### src/rtl/imm_pkg.sv
// Shared types for the immediate-extension pipeline: immediate formats,
// buffer occupancy states and the width of the instruction field it consumes.
package imm_pkg;

    // Instruction bits [31:7]; the opcode field never contributes to an immediate.
    localparam int INSTR_W = 25;

    typedef enum logic [2:0] {
        IMM_I       = 3'b000,
        IMM_S       = 3'b001,
        IMM_B       = 3'b010,
        IMM_J       = 3'b011,
        IMM_U       = 3'b100,
        IMM_ZIMM    = 3'b101,
        IMM_SHAMT   = 3'b110,
        IMM_ILLEGAL = 3'b111
    } imm_src_e;

    typedef enum logic [1:0] {
        EMPTY,
        ONE,
        TWO
    } state_e;

endpackage

### src/rtl/imm_decode_lane.sv
// Combinational immediate extraction and extension for one decode lane.
// Field indices are original instruction bit positions minus 7.
module imm_decode_lane
    import imm_pkg::*;
#(
    parameter int XLEN = 32
) (
    input  logic [INSTR_W-1:0] instr,
    input  imm_src_e           imm_src,
    output logic [XLEN-1:0]    imm,
    output logic               illegal
);

    always_comb begin
        imm     = '0;
        illegal = 1'b0;
        case (imm_src)
            IMM_I:    imm = {{(XLEN-12){instr[24]}}, instr[24:13]};
            IMM_S:    imm = {{(XLEN-12){instr[24]}}, instr[24:18], instr[4:0]};
            IMM_B:    imm = {{(XLEN-12){instr[24]}}, instr[0], instr[23:18], instr[4:1], 1'b0};
            IMM_J:    imm = {{(XLEN-20){instr[24]}}, instr[12:5], instr[13], instr[23:14], 1'b0};
            // Replicate bit 31 from position 31 upward so XLEN=32 needs no zero-width term.
            IMM_U:    imm = {{(XLEN-31){instr[24]}}, instr[23:5], 12'b0};
            IMM_ZIMM: imm = {{(XLEN-5){1'b0}}, instr[12:8]};
            IMM_SHAMT: begin
                if (XLEN == 64) imm = {{(XLEN-6){1'b0}}, instr[18:13]};
                else            imm = {{(XLEN-5){1'b0}}, instr[17:13]};
            end
            IMM_ILLEGAL: illegal = 1'b1;
        endcase
    end

endmodule

### src/rtl/imm_extend_pipe.sv
// Multi-lane immediate generator: per-lane decode feeding a two-entry
// main/skid output buffer with valid/ready handshake and synchronous flush.
module imm_extend_pipe
    import imm_pkg::*;
#(
    parameter int XLEN  = 32,
    parameter int LANES = 1
) (
    input  logic                           clk_i,
    input  logic                           rst_n_i,
    input  logic                           flush_i,
    input  logic                           in_valid_i,
    output logic                           in_ready_o,
    input  logic [LANES-1:0][INSTR_W-1:0]  instr_i,
    input  logic [LANES-1:0][2:0]          imm_src_i,
    output logic                           out_valid_o,
    input  logic                           out_ready_i,
    output logic [LANES-1:0][XLEN-1:0]     imm_ext_o,
    output logic [LANES-1:0]               illegal_o
);

    typedef struct packed {
        logic [LANES-1:0][XLEN-1:0] imm;
        logic [LANES-1:0]           ill;
    } bundle_t;

    logic [LANES-1:0][XLEN-1:0] dec_imm;
    logic [LANES-1:0]           dec_ill;
    bundle_t                    dec, main_q, skid_q;
    state_e                     state, state_nxt;
    logic                       in_xfer, out_xfer;

    for (genvar l = 0; l < LANES; l++) begin : g_lane
        imm_decode_lane #(.XLEN(XLEN)) u_dec (
            .instr   (instr_i[l]),
            .imm_src (imm_src_e'(imm_src_i[l])),
            .imm     (dec_imm[l]),
            .illegal (dec_ill[l])
        );
    end

    assign dec      = '{imm: dec_imm, ill: dec_ill};
    assign in_xfer  = in_valid_i && in_ready_o;
    assign out_xfer = out_valid_o && out_ready_i;

    always_ff @(posedge clk_i or negedge rst_n_i) begin
        if (!rst_n_i) state <= EMPTY;
        else          state <= state_nxt;
    end

    always_comb begin
        state_nxt = state;
        if (flush_i) begin
            state_nxt = EMPTY;
        end else begin
            case (state)
                EMPTY: if (in_xfer) state_nxt = ONE;
                ONE: begin
                    if (in_xfer && !out_xfer)      state_nxt = TWO;
                    else if (!in_xfer && out_xfer) state_nxt = EMPTY;
                end
                TWO:     if (out_xfer) state_nxt = ONE;
                default: state_nxt = EMPTY;
            endcase
        end
    end

    // Handshake outputs come from registered state only; no path from out_ready_i.
    always_comb begin
        out_valid_o = (state != EMPTY);
        in_ready_o  = (state != TWO);
    end

    always_ff @(posedge clk_i or negedge rst_n_i) begin
        if (!rst_n_i) begin
            main_q <= '0;
            skid_q <= '0;
        end else if (flush_i) begin
            skid_q <= '0;
        end else begin
            if (state == TWO) begin
                if (out_xfer) main_q <= skid_q;
            end else if (in_xfer && (state == EMPTY || out_xfer)) begin
                main_q <= dec;
            end
            if (state == ONE && in_xfer && !out_xfer) skid_q <= dec;
        end
    end

    assign imm_ext_o = main_q.imm;
    assign illegal_o = main_q.ill;

endmodule

### config.mk
export PLATFORM = sky130hd
export DESIGN_NAME = imm_extend_pipe
export DESIGN_NICKNAME = d
export VERILOG_FILES = /design/src/rtl/imm_pkg.sv /design/src/rtl/imm_decode_lane.sv /design/src/rtl/imm_extend_pipe.sv
export SDC_FILE = /design/constraint.sdc
export NUM_CORES = 1
export LEC_CHECK = 0
export ABC_AREA = 1
export CORE_UTILIZATION = 35
export CTS_BUF_LIST = sky130_fd_sc_hd__clkbuf_2 sky130_fd_sc_hd__clkbuf_4 sky130_fd_sc_hd__clkbuf_8
export DETAILED_ROUTE_END_ITERATION = 8
export SETUP_SLACK_MARGIN = 0.4
export SLEW_MARGIN = 20
export SYNTH_ARGS = -nofsm -noshare
export SYNTH_HDL_FRONTEND = slang
export SYNTH_HIERARCHICAL = 1
export SYNTH_SLANG_ARGS = --single-unit
### constraint.sdc
create_clock -name clk_i -period 1.4 [get_ports clk_i]
set_input_delay 0.14 -clock clk_i [delete_from_list [all_inputs] [get_ports clk_i]]
set_output_delay 0.14 -clock clk_i [all_outputs]
set_load 0.02 [all_outputs]
**Word level (Yosys, flattened, before mapping)**

Cells that the tools add are included.
W data, S select, Z words.

- Output and inout port bits: 35
- Input port bits: 33
- Bits in registers: 68
- Word-level logic and storage cells: 50

- Eq/ne operators: 14
- Bitwise gates (word level): 1
- Reductions and logical operators: 17
- Mux-type cells: 13

Operators by type and width:

| kind | count |
|---|---|
| $pmux W32 S7 | 1 |
| $mux W33 | 5 |
| $eq A3 B3 Y1 const B | 4 |
| $mux W2 | 5 |
| $logic_and A1 B1 Y1 | 7 |
| $eq A3 B2 Y1 const B | 2 |
| $ne A3 B3 Y1 const B | 2 |
| $pmux W2 S3 | 1 |
| $reduce_and A3 Y1 | 2 |
| $reduce_bool A2 Y1 | 3 |
| $ne A2 B2 Y1 const B | 2 |
| $ne A4 B4 Y1 const B | 1 |
| $eq A3 B1 Y1 const B | 1 |
| $logic_not A3 Y1 | 1 |
| $eq A2 B1 Y1 const B | 1 |
| $eq A2 B2 Y1 const B | 1 |
| $logic_not A1 Y1 | 2 |
| $logic_not A2 Y1 | 1 |
| $logic_or A1 B1 Y1 | 1 |
| $mux W1 | 1 |
| $not A1 Y1 | 1 |

**Logic depth before layout (Yosys ltp)**

- Depth after elaboration: 8
- Mapped depth: 10
- Depth with buffers taken out: 9

**By module**

The synthesis kept the hierarchy.

By module, submodules not included:

| module | instances | area each (um^2) | seq. area each (um^2) | cells an instance |
|---|---|---|---|---|
| imm_extend_pipe | 1 | 3089.2 | 1701.6 | 380 |
| imm_decode_lane | 1 | 421.7 | 0.0 | 89 |

**Worst setup path after synthesis**

No wires, ideal clock.

- Path kind: register to register
- From: register state[0]
- To: register main_q, in the netlist imm_ext_o[23]
- Arrival time: 1.164 ns
- Path buffers: 2
- Data required time: 1.335 ns
- Clock period less this slack: 1.229 ns
- Cell stages (with the launch flop): 8
- Setup slack: 0.171 ns
- Setup time: 0.065 ns
- Path through: dfrtp_1 > inv_2 > nand2_4 > buf_6 > buf_2 > o21ai_1 > nand3_1 > nand2_1

- Elaborated cells between the ends (all ways): 12
- Classes of those cells: eq/ne (3); mux (1); reduce/logical (8)

RTL lines:

| what | line | RTL |
|---|---|---|
| start, declared | imm_extend_pipe.sv:30 | `state_e state, state_nxt;` |
| start signal, assigned | imm_extend_pipe.sv:48 | `else state <= state_nxt;` |
| $ne A2 B2 Y1 | imm_extend_pipe.sv:71 | `in_ready_o = (state != TWO);` |
| named net in_ready_o | imm_extend_pipe.sv:13 | `output logic in_ready_o,` |
| $logic_and A1 B1 Y1 | imm_extend_pipe.sv:43 | `assign in_xfer = in_valid_i && in_ready_o;` |
| $logic_and A1 B1 Y1 | imm_extend_pipe.sv:83 | `end else if (in_xfer && (state == EMPTY \|\| out_xfer)) begin` |
| $reduce_bool A2 Y1 (no source line) | n/a |  |
| $reduce_and A3 Y1 (no source line) | n/a |  |
| end signal, assigned | imm_extend_pipe.sv:82 | `if (out_xfer) main_q <= skid_q;` |
| end, declared | imm_extend_pipe.sv:29 | `bundle_t dec, main_q, skid_q;` |

The timed path passes the listed nets, and every way through them passes these cells.
A chain may end at the register's enable or synchronous reset.

**Final worst setup path**

- From: register state[0]
- To: register main_q, in the netlist imm_ext_o[30]

- Cells in the longest elaborated chain, start to end: 6
- Elaborated cells between the ends (all ways): 12
- Classes of those cells: eq/ne (3); mux (1); reduce/logical (8)

RTL lines:

| what | line | RTL |
|---|---|---|
| $reduce_bool A2 Y1 | imm_extend_pipe.sv:70 | `out_valid_o = (state != EMPTY);` |
| $logic_and A1 B1 Y1 | imm_extend_pipe.sv:44 | `assign out_xfer = out_valid_o && out_ready_i;` |
| $logic_or A1 B1 Y1 | imm_extend_pipe.sv:83 |  |
| $logic_and A1 B1 Y1 | imm_extend_pipe.sv:83 |  |
| $reduce_bool A2 Y1 (no source line) | n/a |  |
| $reduce_and A3 Y1 (no source line) | n/a |  |

Several ways; a longest one is shown, not always the timed one.

==> results.py <==
metrics = {
    "setup_path": {
        "startpoint": "state[0]",
        "critPathArrivalTime_ps": 1660,
        "critPathKind": "flip-flop to flip-flop",
        "worstReg2RegStart": "state[0]",
        "critPathLaunchType": "flip-flop",
        "worstReg2RegEnd": "imm_ext_o[30]",
        "path_max_fanout": 6,
        "crit_required_ps": 1690,
        "rr_worst_depth": 9,
        "ff2ff_setup_slack_ps": 30,
        "cp-endpoint": "imm_ext_o[30]",
        "cp-end-kind": "flip-flop",
    },
    "clock_network": {
        "numCtsBuffers": 9,
        "clk_latency_ps": 350,
        "clkSlewWorstSetupHoldPaths_ps": 80,
        "cts-root-buf": "clkbuf_8",
        "cts_tree": "yes",
        "cts_sinks": 68,
        "cts_max_level": 3,
        "clockBufferDepth": 2,
    },
    "routing": {
        "postRouteAntennaNets": 0,
        "post_drt_via_cell_ratio": 4.75,
        "finalWirelength_mm": 9.97,
        "wl_per_cell_um": 14.0,
        "drc": 0,
        "drt_iter0_drc": 210,
        "drt_pass1_iterations": 6,
        "dr_total_vias": 3389,
    },
    "layout": {
        "utilization": 0.527,
        "nNetsFinal": 609,
        "fin_cells": 714,
        "multi_input_area_um2": 1520,
        "syn2layout_area_growth_pct": 46.1,
        "fillers": 941,
        "regArea_um2": 1700,
        "drive_above_1_share": 0.227,
        "diodes": 0,
        "fin_area_um2": 5130,
    },
    "global_routing": {
        "grt_usage": 0.199,
        "overflow": 0,
        "grt_pass1_vias": 3118,
        "grt_max_degree": 37,
        "antenna_found_initial": 0,
        "grt_first_pass_wirelength_mm": 15.6,
    },
    "hold_path": {
        "holdCritPathClass": "input port to asynchronous set/reset pin",
    },
    "pwr": {
        "ir_drop_mv": 0.744,
        "power.leakage_nw": 2.51,
        "p_per_area_nw_per_um2": 1150,
    },
    "status": {
        "status": "complete, no violations",
    },
    "synth": {
        "synth_cells": 469,
        "synth_top_area_frac": 0.485,
        "synth_ff_type": "dfrtp_1",
        "synth.most_common_cell": "nand2_1",
        "yosysUniqueCellTypes": 22,
        "ys_seq_area_frac": 0.485,
        "synth-async-reset-ratio": 1.00,
        "synthesis.nets": 502,
        "syn_area_um2": 3510,
        "yosys-top-cells-count": "nand2_1 (167), dfrtp_1 (68), o21ai_0 (60), nand3_1 (52), inv_1 (44)",
        "ys_ff_latch": 68,
        "synth_edf_count": 0,
        "synth_top_area_cell": "dfrtp_1",
        "yosysWarnings": 6,
        "synthTopCellsByArea": "dfrtp_1 (48%), nand2_1 (18%), o21ai_0 (8.6%)",
        "syn_avg_cell_area_um2": 7.49,
    },
    "place": {
        "dp.cells": 675,
        "placed_area_um2": 4510,
        "place_congestion": 0.896,
        "dp_hpwl_mm": 6.69,
        "detailedPlace.worstSlack_ps": -314,
        "portBuffers": 67,
    },
    "sta": {
        "finalCritPeriodShare": 0.981,
        "max_clock_freq_mhz": 728,
        "final_max_slew_viol_count": 0,
        "skew_ps": 7.10,
        "rsz0062_at_grt": "yes",
        "slew_headroom": 0.686,
        "finalSetupViolations": 0,
        "setup_slack_ps": 26.0,
        "min_period_ps": 1370,
        "final_hold_viol_count": 0,
        "worst_slew_pin_slew_ps": 470,
    },
    "flow_run": {
        "drv_cap": 0,
    },
    "floorplan": {
        "die_y_um": 102,
        "die_w_um": 102,
        "io_pins": 68,
        "coreArea_um2": 9730,
        "die_area_um2": 10400,
        "initial_utilization": 0.361,
        "num_rows": 36,
    },
}
cells by family after synthesis:
kind of cell / after synthesis / share of synthesized area
flip-flops: 68 / 0.485
AO/OA/AOI/OAI: 79 / 0.119
AND/OR/NAND/NOR: 246 / 0.298
buffers and inverters: 76 / 0.0984
worst min-delay path by stage:
| stage | startpoint | endpoint | slack (ps) | cells after the start |
|---|---|---|---|---|
| after CTS | rst_n_i | imm_ext_o[16] | 280 | 2 |
| after global placement | rst_n_i | imm_ext_o[16] | 110 | 1 |
| after detailed placement | rst_n_i | imm_ext_o[16] | 120 | 1 |
| after floorplan | rst_n_i | illegal_o | -160 | 0 |
| after global routing | rst_n_i | imm_ext_o[16] | 310 | 2 |
| final | rst_n_i | imm_ext_o[16] | 280 | 2 |
per-stage QoR:
stage | hold WS (ps) | power, mW | setup TNS (ps)
CTS | 281 | 5.87 | 0
detailed placement | 116 | 3.62 | -10820
global placement | 114 | 3.61 | -9170
finish | 276 | 5.89 | 0
global route | 309 | 6.17 | -1710
floorplan | -156 | 2.94 | 0
area by class of cell:
cell class              instances  share of cell area
clock buffers                  12              0.0310
clock inverters                 4              0.0185
inverters                      50              0.0376
multi-input cells             325               0.297
flip-flops and latches         68               0.332
well taps                     133              0.0324
repair buffers                122               0.252
power breakdown:
part	switching, mW	internal [mW]	total [mW]
Sequential	0.127	2.15	2.27
Combinational	0.794	0.767	1.56
Clock	0.759	1.30	2.06
critical path, cell delays in order, from the launching register on:
cell,delay (ps)
dfrtp_1,390
inv_2,110
buf_6,110
nand3_2,70
nand2_2,90
clkinv_4,110
nand2_8,140
clkbuf_16,170
nand2_1,60
nand2_1,50
state kept, by name, indices dropped and copies added (netlist names):
signal	flops
imm_ext_o	32
illegal_o	1
state	2
skid_q	33
metal layers:
layer / vias up / GRT usage / routed length [µm]
met4: 0 / 0.0769 / 145
met3: 15 / 0.0404 / 471
li1: 1710 / - / -
met1: 1572 / 0.269 / 4500
met2: 92 / 0.314 / 4850
met5: - / 0 / 0
repair_timing:
item	4_1_cts	5_1_grt
buffers inserted	12	5
resized for setup	230	10
setup endpoints to repair	103	103
hold buffers	1	0
endpoints found under the hold margin	15	0
pin swaps	2	1
gates cloned	2	3
layout by cell type (no fill, tap or decap), types with 11 or more instances in the layout:
| cell | n |
|---|---|
| clkbuf_8 | 11 |
| dfrtp_1 | 67 |
| nand2_1 | 166 |
| clkdlybuf4s50_1 | 28 |
| o21ai_0 | 47 |
| o21ai_1 | 25 |
| inv_1 | 43 |
| nand3_1 | 48 |
| buf_6 | 42 |
| buf_4 | 37 |
Note: power is estimated with default switching activity, not from simulation.
